## config.mk

```make
export PLATFORM = sky130hd
export DESIGN_NAME = iob_char_out_dev
export DESIGN_NICKNAME = d
export VERILOG_FILES = /design/src/rtl/iobus_pkg.sv /design/src/rtl/iob_dev_ctl.sv /design/src/rtl/iob_char_out_dev.sv
export SDC_FILE = /design/constraint.sdc
export NUM_CORES = 1
export LEC_CHECK = 0
export CAP_MARGIN = 15
export CORE_MARGIN = 10
export CORE_UTILIZATION = 46
export CTS_BUF_LIST = sky130_fd_sc_hd__clkbuf_4 sky130_fd_sc_hd__clkbuf_8
export CTS_CLUSTER_SIZE = 30
export DETAILED_ROUTE_END_ITERATION = 8
export PLACE_DENSITY_LB_ADDON = 0.08
export SYNTH_ARGS = -nofsm -noshare
export SYNTH_HDL_FRONTEND = slang
export SYNTH_SLANG_ARGS = --single-unit
export TNS_END_PERCENT = 50
```

## constraint.sdc

```tcl
create_clock -name clk -period 3.4 [get_ports clk]
set_input_delay 0.34 -clock clk [delete_from_list [all_inputs] [get_ports clk]]
set_output_delay 0.34 -clock clk [all_outputs]
set_load 0.02 [all_outputs]
```

## src/rtl/iobus_pkg.sv

```systemverilog
// Shared constants and helpers for PDP-6 IO-bus slave devices.
// Status word bits are numbered with bit 0 as the MSB, matching the bus.
package iobus_pkg;

    localparam int IOS_W    = 7;
    localparam int WORD_W   = 36;
    localparam int PI_W     = 7;
    localparam int PIA_W    = 3;
    localparam int PIA_LSB  = 35;
    localparam int DONE_BIT = 32;
    localparam int BUSY_BIT = 31;
    localparam int ERR_BIT  = 30;

    // Channel 0 means "no channel", so it never raises a request line.
    function automatic logic [1:PI_W] pi_onehot(input logic [0:PIA_W-1] pia);
        logic [1:PI_W] oh;
        oh = '0;
        for (int i = 1; i <= PI_W; i++) begin
            if (pia == 3'(i)) oh[i] = 1'b1;
        end
        return oh;
    endfunction

endpackage

```

## src/rtl/iob_dev_ctl.sv

```systemverilog
// Device-select decode, CONO/DATAO register updates and CONI/DATAI read mux.
// Build option IOB_OVERRUN_ERR_EN: DATAO while busy is rejected and flags err.
module iob_dev_ctl
    import iobus_pkg::*;
#(
    parameter logic [0:IOS_W-1] DEVICE = 7'o104
) (
    input  logic              clk,
    input  logic              reset_i,
    input  logic              iob_poweron_i,
    input  logic              iob_reset_i,
    input  logic              datao_clear_i,
    input  logic              datao_set_i,
    input  logic              cono_clear_i,
    input  logic              cono_set_i,
    input  logic              iob_fm_datai_i,
    input  logic              iob_fm_status_i,
    input  logic [3:9]        ios_i,
    input  logic [0:WORD_W-1] iob_write_i,
    input  logic              last_accept_i,
    output logic              rst_o,
    output logic              start_o,
    output logic              abort_o,
    output logic [0:WORD_W-1] buf_o,
    output logic [1:PI_W]     pi_req_o,
    output logic [0:WORD_W-1] iob_read_o
);

    logic              sel;
    logic              doClr, doSet, coClr, coSet;
    logic [0:PIA_W-1]  pia_q, pia_d;
    logic              done_q, done_d;
    logic              busy_q, busy_d;
    logic [0:WORD_W-1] bufWord_q, bufWord_d;
    logic              start;
    logic              err;
    logic [0:WORD_W-1] status;
`ifdef IOB_OVERRUN_ERR_EN
    logic              err_q, err_d;
`endif

    assign rst_o = reset_i | iob_reset_i | ~iob_poweron_i;
    assign sel   = (ios_i == DEVICE);
    assign doClr = sel & datao_clear_i;
    assign doSet = sel & datao_set_i;
    assign coClr = sel & cono_clear_i;
    assign coSet = sel & cono_set_i;

`ifdef IOB_OVERRUN_ERR_EN
    assign err = err_q;
`else
    assign err = 1'b0;
`endif

    // Later assignments override earlier ones, so the lowest-priority event
    // (a finished transfer) is applied first and CONO last; CONO set still
    // ORs on top of a same-cycle CONO clear.
    always_comb begin
        pia_d     = pia_q;
        done_d    = done_q;
        busy_d    = busy_q;
        bufWord_d = bufWord_q;
        start     = 1'b0;
`ifdef IOB_OVERRUN_ERR_EN
        err_d     = err_q;
`endif
        if (last_accept_i) begin
            busy_d = 1'b0;
            done_d = 1'b1;
        end
        if (doClr) begin
            bufWord_d = '0;
        end
        if (doSet) begin
`ifdef IOB_OVERRUN_ERR_EN
            if (busy_q && !last_accept_i) begin
                err_d = 1'b1;
            end else begin
                bufWord_d = bufWord_d | iob_write_i;
                busy_d    = 1'b1;
                done_d    = 1'b0;
                start     = 1'b1;
            end
`else
            bufWord_d = bufWord_d | iob_write_i;
            busy_d    = 1'b1;
            done_d    = 1'b0;
            start     = 1'b1;
`endif
        end
        if (coClr) begin
            pia_d  = '0;
            done_d = 1'b0;
            busy_d = 1'b0;
            start  = 1'b0;
`ifdef IOB_OVERRUN_ERR_EN
            err_d  = 1'b0;
`endif
        end
        if (coSet) begin
            pia_d  = pia_d | iob_write_i[PIA_LSB-PIA_W+1 +: PIA_W];
            done_d = done_d | iob_write_i[DONE_BIT];
            busy_d = busy_d | iob_write_i[BUSY_BIT];
        end
    end

    always_ff @(posedge clk) begin
        if (rst_o) begin
            pia_q     <= '0;
            done_q    <= 1'b0;
            busy_q    <= 1'b0;
            bufWord_q <= '0;
`ifdef IOB_OVERRUN_ERR_EN
            err_q     <= 1'b0;
`endif
        end else begin
            pia_q     <= pia_d;
            done_q    <= done_d;
            busy_q    <= busy_d;
            bufWord_q <= bufWord_d;
`ifdef IOB_OVERRUN_ERR_EN
            err_q     <= err_d;
`endif
        end
    end

    always_comb begin
        status                                = '0;
        status[PIA_LSB-PIA_W+1 +: PIA_W]      = pia_q;
        status[DONE_BIT]                      = done_q;
        status[BUSY_BIT]                      = busy_q;
        status[ERR_BIT]                       = err;
    end

    assign iob_read_o = (sel && iob_fm_status_i) ? status :
                        (sel && iob_fm_datai_i)  ? bufWord_q : '0;
    assign pi_req_o   = (done_q || err) ? pi_onehot(pia_q) : '0;
    assign start_o    = start;
    assign abort_o    = coClr;
    assign buf_o      = bufWord_q;

endmodule

```

## src/rtl/iob_char_out_dev.sv

```systemverilog
// PDP-6 IO-bus character output device: serialises each DATAO word onto a valid/ready sink.
// Build option IOB_OVERRUN_ERR_EN selects reject-and-flag behaviour for DATAO while busy.
module iob_char_out_dev
    import iobus_pkg::*;
#(
    parameter logic [0:IOS_W-1] DEVICE = 7'o104,
    parameter int               CHARS  = 6,
    parameter int               CHAR_W = 6
) (
    input  logic              clk,
    input  logic              reset,
    input  logic              iob_poweron,
    input  logic              iob_reset,
    input  logic              datao_clear,
    input  logic              datao_set,
    input  logic              cono_clear,
    input  logic              cono_set,
    input  logic              iob_fm_datai,
    input  logic              iob_fm_status,
    input  logic [3:9]        ios,
    input  logic [0:35]       iob_write,
    output logic [1:7]        pi_req,
    output logic [0:35]       iob_read,
    output logic [0:CHAR_W-1] ch_data,
    output logic              ch_valid,
    input  logic              ch_ready
);

    localparam int         IDX_W    = (CHARS > 1) ? $clog2(CHARS) : 1;
    localparam logic [0:0] ST_IDLE  = 1'b0;
    localparam logic [0:0] ST_SEND  = 1'b1;

    logic              rst, start, abort;
    logic [0:35]       bufWord;
    logic [0:0]        state_q, state_d;
    logic [IDX_W-1:0]  idx_q, idx_d;
    logic              accept, lastAccept;
    logic [0:CHAR_W-1] chData;

    iob_dev_ctl #(
        .DEVICE (DEVICE)
    ) u_ctl (
        .clk             (clk),
        .reset_i         (reset),
        .iob_poweron_i   (iob_poweron),
        .iob_reset_i     (iob_reset),
        .datao_clear_i   (datao_clear),
        .datao_set_i     (datao_set),
        .cono_clear_i    (cono_clear),
        .cono_set_i      (cono_set),
        .iob_fm_datai_i  (iob_fm_datai),
        .iob_fm_status_i (iob_fm_status),
        .ios_i           (ios),
        .iob_write_i     (iob_write),
        .last_accept_i   (lastAccept),
        .rst_o           (rst),
        .start_o         (start),
        .abort_o         (abort),
        .buf_o           (bufWord),
        .pi_req_o        (pi_req),
        .iob_read_o      (iob_read)
    );

    assign ch_valid   = (state_q == ST_SEND);
    assign accept     = ch_valid & ch_ready;
    assign lastAccept = accept && (idx_q == IDX_W'(CHARS - 1));

    // A fresh word restarts at the first character even mid-word; an abort beats both.
    always_comb begin
        state_d = state_q;
        idx_d   = idx_q;
        if (accept) begin
            if (lastAccept) begin
                state_d = ST_IDLE;
                idx_d   = '0;
            end else begin
                idx_d = idx_q + IDX_W'(1);
            end
        end
        if (start) begin
            state_d = ST_SEND;
            idx_d   = '0;
        end
        if (abort) begin
            state_d = ST_IDLE;
            idx_d   = '0;
        end
    end

    always_ff @(posedge clk) begin
        if (rst) begin
            state_q <= ST_IDLE;
            idx_q   <= '0;
        end else begin
            state_q <= state_d;
            idx_q   <= idx_d;
        end
    end

    always_comb begin
        chData = '0;
        if (ch_valid) begin
            for (int i = 0; i < CHARS; i++) begin
                if (idx_q == IDX_W'(i)) chData = bufWord[i*CHAR_W +: CHAR_W];
            end
        end
    end

    assign ch_data = chData;

endmodule

```

==> results.tsv <==
stage	metric	value	unit
cts	cts.sinks	45	
route	wl_met2	3352	um
timing	slew_violations	0	
placement	portBuffers	103	
pwr	powerDensity	276.6	nW/um2
pwr	p_seq_frac	0.542	
setup_path	end_kind	output port	
route	wl_per_cell	16.95	um
hold_path	whs_path_depth	1	
floorplan	die_h	91.11	um
floorplan	fp.coreArea	4817	um2
synthesis	synthTopCellsByArea	dfxtp_1 (39%), a22o_1 (14%), and2_1 (8.3%)	
cts	clock_path_buffers	2	
setup_path	critPathMaxFanout	13	
synthesis	synthCells	251	
timing	rsz0062_at_grt	no	
cts	htree_levels	2	
grt	grt_pass1_wl	11230	um
placement	place_inst	409	
synthesis	yosysTopAreaCell	dfxtp_1	
cts	cts_tree	yes	
route	wl_met1	3103	um
timing	min_period	3.193	ns
setup_path	rr_worst_depth	4	
route	avgViaCountPerCell	5.458	
cells_and_area	drive_gt1_frac	0.06286	
cells_and_area	area_growth	51.05	%
hold_path	min_from	u_ctl.buf_o[27]$_SDFF_PP0_	
hold_path	whs_endpoint	u_ctl.buf_o[27]$_SDFF_PP0_	
grt	gr-total-overflow	0	
pwr	leakagePower	1.212	nW
hold_path	min_path_type	reg -> reg	
synthesis	async_reset_ff_frac	0	
outcome	status	finished, final reports clean	
route	top_layer	met4	
grt	grt_max_degree	37	
grt	antenna_found_initial	0	
grt	grt_use_total	0.1617	
synthesis	yosysTopAreaCellShare	0.3873	
cts	clockRootBuffer	clkbuf_8	
synthesis	synth_seq_area_share	0.3873	
timing	worstMarginPinSlew	0.6982	ns
synthesis	synth_ff_type	dfxtp_1	
timing	slew-limit-headroom	0.5303	
pwr	vdd_ir_drop_max	0.1935	mV
cells_and_area	num_antenna_cells	0	
route	first_pass_iters	4	
pwr	clkPwrFrac	0.369	
setup_path	worstSetupPathType	reg -> out	
synthesis	synth-seq-cells	45	
pwr	p_switching	0.0002022	W
synthesis	syn_area_per_cell	9.267	um2
floorplan	die-area	8301	um2
setup_path	r2r_end	idx_q[2]$_SDFFE_PP0P_	
route	drt_iter0_markers	75	
run	drv_cap	0	
pwr	p_sw_frac	0.2080	
synthesis	synth_fp_nets	310	
floorplan	fp.dieW	91.11	um
cells_and_area	final_net_count	408	
cells_and_area	stdcell_count	417	
setup_path	reg2reg_from	idx_q[2]$_SDFFE_PP0P_	
grt	grt_pass1_vias	2298	
floorplan	initial_core_util	0.4829	
floorplan	io_pins	104	
cts	clk_latency	0.29	ns
pwr	p_comb_frac	0.089	
timing	setup_tns	0	ns
setup_path	start_kind	register	
floorplan	row_count	25	
route	route.detailed.drc	0	
pwr	internal-power	0.0007698	W
setup_path	r2r_setup_slack	1.77	ns
setup_path	arrival	2.85	ns
route	wl_met3	532	um
placement	place_congestion	0.8261	
route	vias	2276	
route	antenna_left	0	
synthesis	synth_area	2326	um2
cts	path_clk_slew	0.09	ns
timing	fin_worst_skew	0.004053	ns
timing	hold-worst-slack	0.4991	ns
synthesis	synth_cell_types	39	
timing	setup_viol	0	
route	wl	7069	um
synthesis	ys_warn_count	0	
placement	hpwl	5682	um
setup_path	critPathRequiredTime	3.06	ns
timing	fin_crit_sh	0.9390	
synthesis	synth_edf_count	0	
timing	finalHoldViolations	0	
timing	fmax	313.2	MHz
cts	cts_buffers	5	
==> synth_stat cells (2+ instances only) <==
cell type  count
nand2b_1       9
a221o_1        6
and2_1        31
nor2_1         8
nor3_1         2
nand3_1        2
nand2_1       16
a22o_1        37
clkbuf_2       3
or3b_2         3
ha_1           5
nand3b_1       6
buf_1          2
a32o_1         5
a21oi_1       15
o22ai_1        4
nand4_1        3
clkbuf_1       6
dfxtp_1       45
buf_2          5
inv_1         10
mux2i_1        6
a221oi_1       6
==> logic make-up after synthesis <==
logic type,share of synthesized area
DFF,0.3873
and+or+nand+nor,0.2399
adders and majority gates,0.02690
AOI/OAI and AO/OA,0.2738
muxes,0.02582
buffers and inverters,0.04626
==> layout by cell type, fill, tap and decap left out, types with 5 or more instances in the layout <==
cell,count
inv_1,10
mux2i_1,6
a221o_1,6
dfxtp_1,45
a21oi_1,15
a221oi_1,6
nand3b_1,6
nand2b_1,9
and2_1,31
clkdlybuf4s50_1,103
nor2_1,8
nand2_1,16
a22o_1,37
clkbuf_8,7
a32o_1,5
==> routing by layer <==
metal | track usage | up-vias
met3 | 0.06584 | 10
met5 | 0 | -
met1 | 0.1848 | 1060
met4 | 0.04178 | 0
met2 | 0.2733 | 78
li1 | - | 1128
==> flip-flops by register name (all words and copies together) (netlist names) <==
name,flops
u_ctl.pia_q,3
ch_valid,1
u_ctl.buf_o,36
u_ctl.busy_q,1
u_ctl.done_q,1
idx_q,3
==> through the flow <==
step	util	power, W	cell area [um2]	setup slack [ns]
floorplan	-	0.0005536	2326	0.8636
global placement	0.7078	0.0006236	3410	0.4026
detailed placement	0.7078	0.0006257	3410	0.3682
CTS	0.7288	0.0009769	3511	0.1383
global route	0.7294	0.001008	3513	0.07614
finish	0.7294	0.0009720	3513	0.2073
==> area by class of cell <==
class,instances,area (um2)
Multi-Input combinational cell,180,1329
Clock buffer,7,96.34
Timing Repair Buffer,107,1061
Inverter,10,37.54
Sequential cell,45,900.9
Fill cell,417,1304
Clock inverter,1,5.005
Tap cell,67,83.83
==> worst max-delay path: stages (launching register included) <==
cell             delay [ns]
dfxtp_1                0.57
inv_1                  0.10
ha_1                   0.29
or2_2                  0.35
a221o_1                0.30
a221oi_1               0.28
clkdlybuf4s50_1        0.68
==> power groups by stage <==
stage | clock, W | combinational (W) | sequential, W
5_1_grt | 0.000390 | 0.0000917 | 0.000527
2_1_floorplan | 0 | 0.0000144 | 0.000539
4_1_cts | 0.000363 | 0.0000869 | 0.000527
3_3_place_gp | 0 | 0.0000844 | 0.000539
3_5_place_dp | 0 | 0.0000865 | 0.000539
6_report | 0.000359 | 0.0000866 | 0.000527
==> worst max path at each step <==
stage	startpoint	end	slack [ns]	cells past startpoint
after global placement	ios[8]	iob_read[0]	0.40	6
final	idx_q[2]$_SDFFE_PP0P_	ch_data[4]	0.21	6
after CTS	idx_q[1]$_SDFFE_PP0P_	ch_data[4]	0.14	6
after global routing	idx_q[2]$_SDFFE_PP0P_	ch_data[4]	0.08	6
after floorplan	idx_q[2]$_SDFFE_PP0P_	ch_data[0]	0.86	7
after detailed placement	ios[8]	iob_read[0]	0.37	6
==> timing repair <==
item	4_1_cts	5_1_grt
setup buffers	0	0
setup endpoints to repair	0	3
gates resized for setup	0	1
hold buffers	0	0
Power figures use the tool's default switching activity.
